===== config.mk =====
export PLATFORM = sky130hd
export DESIGN_NAME = c7bbiu_arb
export DESIGN_NICKNAME = d
export VERILOG_FILES = /design/src/rtl/c7bbiu_arb.sv
export SDC_FILE = /design/constraint.sdc
export NUM_CORES = 1
export LEC_CHECK = 0
export ABC_AREA = 1
export BUFFER_PORTS_ARGS = -buffer_cell sky130_fd_sc_hd__buf_2
export CORE_UTILIZATION = 39
export DETAILED_ROUTE_END_ITERATION = 10
export PLACE_DENSITY = 0.77
export SYNTH_ARGS = -nofsm -noshare
export SYNTH_HDL_FRONTEND = slang
export SYNTH_SLANG_ARGS = --single-unit

===== constraint.sdc =====
create_clock -name clk -period 1.28 [get_ports clk]
set_clock_uncertainty 0.05 [all_clocks]
set_input_delay 0.256 -clock clk [delete_from_list [all_inputs] [get_ports clk]]
set_output_delay 0.256 -clock clk [all_outputs]
set_load 0.02 [all_outputs]

===== src/rtl/c7bbiu_arb.sv =====
// rtl/c7bbiu_arb.sv - IFU/LSU bus interface arbiter with a single outstanding memory transaction
//
// Ports:
//   clk, resetn                 clock (rising edge), asynchronous active-low reset
//   ifu_biu_req/addr            instruction fetch request, held until biu_ifu_ack
//   biu_ifu_ack/data_valid      fetch address accepted / fetch data valid (1-cycle pulses)
//   lsu_biu_req/we/addr/wdata/wstrb  load-store request, held until biu_lsu_ack
//   biu_lsu_ack/data_valid      LSU address accepted / read data or write response (1-cycle pulses)
//   biu_rdata                   read data for both requesters, straight from mem_biu_rdata
//   biu_mem_req/we/addr/wdata/wstrb  registered memory request channel
//   mem_biu_ack/valid/rdata     memory address accept / response channel
//   biu_busy                    a transaction is in flight (state is not IDLE)
module c7bbiu_arb #(
  parameter int STARVE_MAX = 3
) (
  input  logic        clk,
  input  logic        resetn,
  input  logic        ifu_biu_req,
  input  logic [31:0] ifu_biu_addr,
  output logic        biu_ifu_ack,
  output logic        biu_ifu_data_valid,
  input  logic        lsu_biu_req,
  input  logic        lsu_biu_we,
  input  logic [31:0] lsu_biu_addr,
  input  logic [31:0] lsu_biu_wdata,
  input  logic [3:0]  lsu_biu_wstrb,
  output logic        biu_lsu_ack,
  output logic        biu_lsu_data_valid,
  output logic [31:0] biu_rdata,
  output logic        biu_mem_req,
  output logic        biu_mem_we,
  output logic [31:0] biu_mem_addr,
  output logic [31:0] biu_mem_wdata,
  output logic [3:0]  biu_mem_wstrb,
  input  logic        mem_biu_ack,
  input  logic        mem_biu_valid,
  input  logic [31:0] mem_biu_rdata,
  output logic        biu_busy
);

  localparam logic [3:0] STARVE_LIM = 4'(STARVE_MAX);

  typedef enum logic [1:0] {
    IDLE = 2'd0,
    ADDR = 2'd1,
    DATA = 2'd2
  } state_t;

  state_t      state;
  state_t      state_nxt;
  logic        owner_lsu;   // 1: LSU owns the in-flight transaction, 0: IFU
  logic [3:0]  starve_cnt;  // LSU grants issued while the IFU was kept waiting
  logic        grant_lsu;
  logic        grant_ifu;

  // LSU has priority unless the IFU has already been passed over STARVE_MAX times.
  always_comb begin
    grant_lsu = lsu_biu_req && !(ifu_biu_req && (starve_cnt == STARVE_LIM));
    grant_ifu = ifu_biu_req && !grant_lsu;
  end

  always_ff @(posedge clk or negedge resetn) begin
    if (!resetn) begin
      state <= IDLE;
    end else begin
      state <= state_nxt;
    end
  end

  always_comb begin
    state_nxt = state;
    case (state)
      IDLE:    if (grant_lsu || grant_ifu) state_nxt = ADDR;
      ADDR:    if (mem_biu_ack)            state_nxt = DATA;
      DATA:    if (mem_biu_valid)          state_nxt = IDLE;
      default:                             state_nxt = IDLE;
    endcase
  end

  // Request channel and grant bookkeeping; fields are captured only in IDLE,
  // so requester inputs are ignored for the rest of the transaction.
  always_ff @(posedge clk or negedge resetn) begin
    if (!resetn) begin
      owner_lsu     <= 1'b0;
      starve_cnt    <= 4'd0;
      biu_mem_req   <= 1'b0;
      biu_mem_we    <= 1'b0;
      biu_mem_addr  <= 32'd0;
      biu_mem_wdata <= 32'd0;
      biu_mem_wstrb <= 4'd0;
    end else begin
      case (state)
        IDLE: begin
          if (grant_lsu) begin
            owner_lsu     <= 1'b1;
            biu_mem_req   <= 1'b1;
            biu_mem_we    <= lsu_biu_we;
            biu_mem_addr  <= lsu_biu_addr;
            biu_mem_wdata <= lsu_biu_wdata;
            biu_mem_wstrb <= lsu_biu_wstrb;
            if (ifu_biu_req && (starve_cnt < STARVE_LIM)) begin
              starve_cnt <= starve_cnt + 4'd1;
            end
          end else if (grant_ifu) begin
            owner_lsu     <= 1'b0;
            biu_mem_req   <= 1'b1;
            biu_mem_we    <= 1'b0;
            biu_mem_addr  <= ifu_biu_addr;
            biu_mem_wdata <= 32'd0;
            biu_mem_wstrb <= 4'd0;
            starve_cnt    <= 4'd0;
          end
        end
        ADDR: begin
          if (mem_biu_ack) begin
            biu_mem_req <= 1'b0;
          end
        end
        default: begin
        end
      endcase
    end
  end

  // Acks and data_valids are the memory strobes qualified by state and owner,
  // which also makes stray strobes in the wrong state invisible.
  always_comb begin
    biu_busy           = (state != IDLE);
    biu_ifu_ack        = 1'b0;
    biu_lsu_ack        = 1'b0;
    biu_ifu_data_valid = 1'b0;
    biu_lsu_data_valid = 1'b0;
    if (state == ADDR) begin
      biu_ifu_ack = mem_biu_ack && !owner_lsu;
      biu_lsu_ack = mem_biu_ack &&  owner_lsu;
    end
    if (state == DATA) begin
      biu_ifu_data_valid = mem_biu_valid && !owner_lsu;
      biu_lsu_data_valid = mem_biu_valid &&  owner_lsu;
    end
  end

  assign biu_rdata = mem_biu_rdata;

endmodule


==> flow_metrics.tcl, run 1 <==
set metrics [dict create \
    status "complete, but fails checks" \
    violations "negative setup slack" \
    synthSimpleGateAreaFrac_pct 32.1 \
    setup_violations 81 \
    synth-xor-area-share_pct 0 \
    layout-drive-gt1-share_pct 38.9 \
    rrSetupSlack_ps -320 \
    hold_viol 0 \
    synth_fa_ha_area_share_pct 0.323 \
    cts_sinks 77 \
    yosys-mux-area-fraction_pct 0 \
    grt_max_degree 78 \
    routed_wl_mm 12.2 \
    clk_latency_ps 340 \
    synth_compound_area_share_pct 1.10 \
    diodes 0 \
    synth-seq-cells 77 \
    grt_usage_pct 24.4 \
    synthToLayoutAreaGrowth_pct 49.0 \
    fin_nets 836 \
    cts_tree "built" \
    syn_area_per_cell_um2 7.55 \
    required_ps 970 \
    p_per_area_nw_per_um2 2470 \
    drc 0 \
    syn_area_um2 3870 \
    dpl.hpwl_mm 7.20 \
    period_needed_ps 1610 \
    postSynthCellCount 513 \
    drv_slew 0 \
    grt_pass1_vias 3724 \
    power_uw 14200 \
    htreeDepth 3 \
    synth_cell_type_count 18 \
    routed_via_density 4.80 \
    core_um2 9680 \
    dpl_cell_area_um2 4810 \
    antenna_left 0 \
    grt_pass1_wl_mm 19.0 \
    tightestPinTransition_ps 415 \
    root_buffer "clkbuf_8" \
    yosysWarningCount 0 \
    tns_ps -21710 \
    fin_area_um2 5770 \
    syn_nets 653 \
    dieArea_um2 10300 \
    timing.slew.headroom_pct 72.4 \
    row_count 36 \
    cts_buffers 9 \
    path_class "reg -> out" \
    overflow 0 \
    irDropWorstVdd_v 0.00142 \
    drt-initial-drc-count 155 \
    drv_cap 0 \
    fin_hold_ws_ps 61.7 \
    io_pins 246 \
    fin_ws_ps -334 \
    n_fill_cell 827 \
    start_util_pct 40.0 \
    vias 3998 \
    dr.pass1.iters 4 \
    synth_top_family_by_area "simple AND/OR/NAND/NOR gates" \
    antenna_found_initial 0 \
    end_kind "output port" \
    path_clk_slew_ps 80 \
    floorplan.die.width_um 102 \
    die-height_um 102 \
    cts_buffer_depth 2 \
    dp_slack_ps -137 \
    max_clock_freq_ghz 0.620 \
    rsz0062_at_grt "yes" \
    routedWlPerCell_um 14.6 \
    io_buffer_count 181 \
    p_leak_uw 0.00345 \
    cp.arrival_ps 1310 \
    start_kind "register" \
    min_path_type "in -> reg" \
    ys_seq_area_share_pct 49.7 \
    place.gp.congestion 0.748 \
    finalCritPeriodShare_pct 126 \
    crit_path_max_fanout 3 \
]
[routing by layer]
metal | vias up | GRT usage [%] | part of all wire [%]
met3 | 16 | 3.59 | 6.2
li1 | 1910 | - | -
met4 | 0 | 8.36 | 1.5
met2 | 172 | 42.5 | 51
met5 | - | 0 | 0
met1 | 1900 | 30.9 | 42
[flip-flops by register name, indices dropped and copies added, names as in the netlist]
name	count
biu_mem_addr	32
biu_mem_req	1
biu_mem_wstrb	4
biu_mem_wdata	32
owner_lsu	1
biu_mem_we	1
starve_cnt	4
state	2
[cell usage in the layout, fill, tap and decap left out, types with 5 or more instances in the layout]
cell,count
nand2_2,11
buf_4,16
inv_1,72
buf_12,15
clkbuf_8,10
bufbuf_16,5
nand2_1,166
nand3_1,101
buf_6,10
dfrtp_1,77
buf_16,9
buf_2,175
[cell families (layout without fill, tap and decap cells)]
family,Yosys count,in the layout
buffers and inverters,134,321
DFF,77,77
AOI/OAI and AO/OA,7,7
adders and majority gates,1,1
and+or+nand+nor,294,294
[area by class of cell]
cell class | instances | area [µm²] | share of cell area [%]
clock buffers | 13 | 149 | 2.58
clock inverters | 2 | 10.0 | 0.173
inverters | 75 | 284 | 4.92
multi-input cells | 302 | 1410 | 24.3
flip-flops and latches | 77 | 1930 | 33.4
well taps | 133 | 166 | 2.88
repair buffers | 231 | 1830 | 31.7
[worst max-delay path: stages (launching register included)]
cell and delay, ps:
dfrtp_1 390, inv_1 70, nand2_1 90, nor2_2 110, inv_2 70, nor2_4 110, buf_6 120
[power by group]
part | internal (µW) | switching [µW] | total, µW | leakage [µW]
registers | 3530 | 627 | 4160 | 0.000962
clock network | 745 | 855 | 1600 | 0.0000833
logic | 4030 | 4440 | 8470 | 0.00241
[cell usage after synthesis (all sizes together)]
library cell  count  area [µm²]
clkbuf            4        15.0
buf              55         353
nor3              2        10.0
dfrtp            77        1930
nor2              9        36.3
nand3           103         515
inv              75         282
or2               1        6.26
nand2           179         674
o21ai             7        42.5
ha                1        12.5
[repair_timing]
item,CTS,global route
resized for setup,42,21
setup buffers,16,4
pin swaps,3,2
endpoints found under the hold margin,77,0
gates cloned,14,0
endpoints found under the setup margin,80,81
hold buffers,1,0
[worst paths after layout]
check                                                   start                             to  cells past startpoint
worst max-delay path                     state[1]$_DFFE_PN0P_                    biu_ifu_ack                      6
worst min-delay path                              mem_biu_ack           state[0]$_DFFE_PN0P_                      2
worst max register to register           state[0]$_DFFE_PN0P_  biu_mem_wdata[30]$_DFFE_PN0P_                      8
worst min register to register  biu_mem_wdata[27]$_DFFE_PN0P_  biu_mem_wdata[27]$_DFFE_PN0P_                      2
max in group asynchronous                              resetn      starve_cnt[0]$_DFFE_PN0P_                      3
min in group asynchronous                              resetn    biu_mem_addr[0]$_DFFE_PN0P_                      3
[metrics by stage]
step,util [%],std cells
2_1_floorplan,-,513
3_3_place_gp,49.6,784
3_5_place_dp,49.6,784
4_1_cts,58.4,829
5_1_grt,59.6,833
6_report,59.6,833
No activity file was read; power rests on OpenSTA's default activity.
==> run 2, diff against run 1 <==
--- a/config.mk
+++ b/config.mk
@@ -9,7 +9,8 @@
 export BUFFER_PORTS_ARGS = -buffer_cell sky130_fd_sc_hd__buf_2
 export CORE_UTILIZATION = 39
 export DETAILED_ROUTE_END_ITERATION = 10
-export PLACE_DENSITY = 0.77
+export PLACE_DENSITY_LB_ADDON = 0.1
 export SYNTH_ARGS = -nofsm -noshare
 export SYNTH_HDL_FRONTEND = slang
 export SYNTH_SLANG_ARGS = --single-unit
+export TNS_END_PERCENT = 20
==> run 2 against run 1 <==
  * The run still ends with negative setup slack left
  * Highest routed layer unchanged
  * Clock power up 5%
  * Final cell count decreased by 2.2%
  * Combinational power down 23%
  * Clock-buffer cell count rose by 1
  * Register-to-register slack improved by 140 ps
  * Via count shrank 7.7%
  * Global-route usage down 5.2 points
  * Die area unchanged
  * Sequential cell count stayed put
  * Largest cell class unchanged
  * First-iteration DRC count decreased by 30%
==> flow_metrics.tcl, run 2 (synthesis results as in run 1) <==
set metrics [dict create \
    clk_latency_ps 340 \
    seqPwrFrac_pct 33.6 \
    dp_slack_ps -150 \
    drt-initial-drc-count 109 \
    routedWlPerCell_um 12.8 \
    core_um2 9680 \
    floorplan.die.width_um 102 \
    antenna_found_initial 0 \
    die-height_um 102 \
    power.switching_uw 5380 \
    grt_usage_pct 19.2 \
    crit_path_max_fanout 3 \
    drv_cap 0 \
    diodes 0 \
    io_pins 246 \
    cts_tree "built" \
    routed_via_density 4.53 \
    required_ps 970 \
    min_path_type "in -> reg" \
    row_count 36 \
    path_clk_slew_ps 80 \
    antenna_left 0 \
    path_class "reg -> out" \
    io_buffer_count 181 \
    crit_family "flip-flops" \
    routed_wl_mm 10.4 \
    p_per_area_nw_per_um2 2310 \
    drv_slew 0 \
    end_kind "output port" \
    rsz0062_at_grt "yes" \
    hold_viol 0 \
    cts_sinks 77 \
    cp.arrival_ps 1330 \
    cts_buffers 9 \
    grt_pass1_vias 3194 \
    final_util_pct 55.5 \
    finalCritPeriodShare_pct 128 \
    dpl.hpwl_mm 7.02 \
    dieArea_um2 10300 \
    p_leak_uw 0.00323 \
    slowest_stage "dfrtp_1" \
    tightestPinTransition_ps 427 \
    root_buffer "clkbuf_8" \
    power_frac_clock_pct 13.5 \
    layout-drive-gt1-share_pct 39.6 \
    power.internal_uw 7020 \
    htreeDepth 3 \
    violations "negative setup slack" \
    status "complete, but fails checks" \
    place.gp.congestion 0.744 \
    drc 0 \
    start_kind "register" \
    vias 3689 \
    fin_hold_ws_ps 74.7 \
    setup_violations 78 \
    final_cell_mix "buf_2 (175), nand2_1 (154), nand3_1 (98)" \
    overflow 0 \
    cp_num_buf_inv 1 \
    p_sw_share_pct 43.4 \
    cts_buffer_depth 2 \
    worst_path_largest_cell_delay_ps 430 \
    p_comb_share_pct 52.8 \
    period_needed_ps 1640 \
    layout_commonest_cell "buf_2" \
    max_clock_freq_ghz 0.610 \
    dpl_cell_area_um2 4870 \
    grt_pass1_wl_mm 15.3 \
    fin_ws_ps -359 \
    dr.pass1.iters 4 \
    fin_nets 818 \
    timing.slew.headroom_pct 71.5 \
    irDropWorstVdd_v 0.00110 \
    grt_max_degree 78 \
    fin_area_um2 5370 \
    reg_top3 "biu_mem_addr x32, biu_mem_wdata x32" \
    start_util_pct 40.0 \
    crit_chain "or2_4 -> nor3_2 -> buf_4" \
    power_uw 12400 \
    synthToLayoutAreaGrowth_pct 38.6 \
]
-- run 2: final timing paths --
kind	slack, ps	depth (start not counted)	from	endpoint
max in group asynchronous	400	3	resetn	biu_mem_wdata[29]$_DFFE_PN0P_
hold reg to reg	420	2	biu_mem_addr[23]$_DFFE_PN0P_	biu_mem_addr[23]$_DFFE_PN0P_
setup / recovery	-360	3	state[0]$_DFFE_PN0P_	biu_lsu_data_valid
hold / removal	70	2	mem_biu_valid	state[1]$_DFFE_PN0P_
min in group asynchronous	420	3	resetn	biu_mem_wdata[20]$_DFFE_PN0P_
setup reg to reg	-180	8	state[1]$_DFFE_PN0P_	biu_mem_wdata[17]$_DFFE_PN0P_
-- run 2: layout make-up --
class,count,area [µm²]
clock inverters,1,5.00
well taps,133,166
repair buffers,213,1370
flip-flops and latches,77,1930
inverters,75,284
fillers,967,4310
clock buffers,14,173
multi-input cells,302,1440
-- run 2: power groups by stage --
stage | logic [µW] | registers (µW) | clock network [µW]
floorplan | 2380 | 5370 | 0
global placement | 5720 | 4120 | 0
detailed placement | 5800 | 4130 | 0
CTS | 5920 | 4120 | 1750
global route | 7180 | 4310 | 1840
finish | 6550 | 4170 | 1680
-- run 2: what timing repair did --
action,CTS,global route
hold endpoints to repair,77,0
hold buffers,1,0
pin swaps,2,14
resized for setup,20,41
gates cloned,0,4
endpoints found under the setup margin,77,80
buffers inserted,1,5
-- run 2: metrics by stage --
| stage | TNS, ps | std cells |
|---|---|---|
| after floorplan | -624 | 513 |
| after global placement | -5570 | 790 |
| after detailed placement | -7020 | 790 |
| after CTS | -5410 | 807 |
| after global routing | -17870 | 815 |
| final | -12680 | 815 |
-- run 2: worst reg2reg max path, cell delays in order (launching register included) --
cell	delay, ps
dfrtp_1	410
buf_6	130
nor2_4	120
buf_6	130
o21ai_4	90
buf_12	160
clkbuf_16	160
nand2_1	60
nand2_1	50
-- run 2: per-layer routing --
metal | vias up | part of all wire [%] | GRT usage [%] | routed length, µm
met1 | 1676 | 45 | 25.0 | 4660
met3 | 15 | 6.8 | 4.76 | 706
met2 | 139 | 47 | 30.8 | 4900
met4 | 0 | 1.4 | 7.69 | 148
li1 | 1859 | - | - | -
met5 | - | 0 | 0 | 0
==> run 3, diff against run 2 <==
--- a/config.mk
+++ b/config.mk
@@ -10,6 +10,7 @@
 export CORE_UTILIZATION = 39
 export DETAILED_ROUTE_END_ITERATION = 10
 export PLACE_DENSITY_LB_ADDON = 0.1
+export RECOVER_POWER = 100
 export SYNTH_ARGS = -nofsm -noshare
 export SYNTH_HDL_FRONTEND = slang
 export SYNTH_SLANG_ARGS = --single-unit
==> run 3 against run 2 <==
  * The flow still finishes with violations (negative setup slack)
  * Combinational power is essentially flat
  * Core utilization shrank 0.090 points
  * Worst hold slack gained 0.80 ps
  * Fmax is essentially flat
  * Critical path type unchanged
  * Largest power group unchanged
  * Highest routed layer unchanged
==> flow_metrics.tcl, run 3 (synthesis results as in run 1) <==
set metrics [dict create \
    crit_chain "or2_4 -> nor3_2 -> buf_4" \
    fin_nets 818 \
    routed_wl_mm 10.4 \
    dpl.hpwl_mm 7.02 \
    cts_sinks 77 \
    floorplan.die.width_um 102 \
    period_needed_ps 1640 \
    start_util_pct 40.0 \
    hold_start "mem_biu_valid" \
    path_class "reg -> out" \
    layout-drive-gt1-share_pct 39.6 \
    routed_via_density 4.55 \
    p_leak_uw 0.00321 \
    layout_commonest_cell "nand2_1" \
    required_ps 970 \
    dp_slack_ps -150 \
    synthToLayoutAreaGrowth_pct 38.4 \
    irDropWorstVdd_v 0.00110 \
    max_clock_freq_ghz 0.611 \
    io_buffer_count 181 \
    diodes 0 \
    grt_usage_pct 19.2 \
    r2r_start "state[1]$_DFFE_PN0P_" \
    drv_slew 0 \
    grt_pass1_vias 3194 \
    hold_viol 0 \
    clk_latency_ps 340 \
    dieArea_um2 10300 \
    place.gp.congestion 0.744 \
    antenna_left 0 \
    crit_path_max_fanout 3 \
    end_kind "output port" \
    final_util_pct 55.4 \
    drc 0 \
    row_count 36 \
    violations "negative setup slack" \
    cts_tree "built" \
    crit_path_start "state[0]$_DFFE_PN0P_" \
    power_uw 12400 \
    worst_path_largest_cell_delay_ps 430 \
    tightestPinTransition_ps 713 \
    grt_pass1_wl_mm 15.3 \
    cp.arrival_ps 1330 \
    overflow 0 \
    antenna_found_initial 0 \
    rsz0062_at_grt "yes" \
    core_um2 9680 \
    grt_max_degree 78 \
    drt-initial-drc-count 111 \
    path_clk_slew_ps 80 \
    cts_buffers 9 \
    root_buffer "clkbuf_8" \
    p_per_area_nw_per_um2 2320 \
    n_fill_cell 968 \
    die-height_um 102 \
    setup_violations 78 \
    status "complete, but fails checks" \
    final_cell_mix "nand2_1 (154), buf_2 (105), nand3_1 (98)" \
    htreeDepth 3 \
    slowest_stage "dfrtp_1" \
    reg_top3 "biu_mem_addr x32, biu_mem_wdata x32" \
    start_kind "register" \
    fin_ws_ps -358 \
    io_pins 246 \
    finalCritPeriodShare_pct 128 \
    cts_buffer_depth 2 \
    min_path_type "in -> reg" \
    timing.slew.headroom_pct 52.4 \
    routedWlPerCell_um 12.8 \
    drv_cap 0 \
    vias 3709 \
    dr.pass1.iters 4 \
]
[run 3: layout make-up]
| type | count | area (µm²) | area share, % |
|---|---|---|---|
| sequential | 77 | 1930 | 35.9 |
| multi-input combinational | 302 | 1440 | 26.9 |
| timing repair buffer | 213 | 1360 | 25.4 |
| inverter | 75 | 284 | 5.30 |
| clock buffer | 14 | 173 | 3.22 |
| tap | 133 | 166 | 3.10 |
| clock inverter | 1 | 5.00 | 0.0933 |
[run 3: metal layers]
metal	track usage [%]	vias up	wire length (µm)
li1	-	1860	-
met1	25.0	1686	4570
met2	30.8	148	4940
met3	4.76	15	738
met4	7.69	0	148
met5	0	-	0
[run 3: worst max-delay path, delay by kind of cell (launching register included)]
kind / cells / cell delay, ps
buffers and inverters: 1 / 170
DFF: 1 / 430
and+or+nand+nor: 2 / 390
[run 3: report_power, final]
group	internal, µW	switching (µW)
Sequential	3540	675
Clock	853	826
Combinational	2600	3920
[run 3: per-stage QoR]
stage / hold slack, ps / TNS (ps) / instance area, µm² / cells
after CTS: 60.3 / -5410 / 5130 / 807
after global placement: 266 / -5570 / 4870 / 790
after floorplan: -89.6 / -624 / 3910 / 513
after global routing: 59.9 / -19110 / 5360 / 815
after detailed placement: 264 / -7020 / 4870 / 790
final: 75.5 / -12300 / 5360 / 815
[run 3: final timing paths]
check	endpoint	slack, ps	cells after the start
min in group asynchronous	biu_mem_wdata[20]$_DFFE_PN0P_	540	3
worst min-delay path	state[1]$_DFFE_PN0P_	80	2
worst max-delay path	biu_lsu_data_valid	-360	3
worst min register to register	biu_mem_wdata[5]$_DFFE_PN0P_	430	2
max in group asynchronous	biu_mem_addr[0]$_DFFE_PN0P_	110	3
worst max register to register	biu_mem_wdata[6]$_DFFE_PN0P_	-180	8
[run 3: what timing repair did]
action | in CTS | in global routing
hold endpoints to repair | 77 | 0
hold buffers | 1 | 0
gates cloned | 0 | 4
pin swaps | 2 | 14
setup buffers | 1 | 5
gates resized for setup | 20 | 41
setup endpoints to repair | 77 | 80
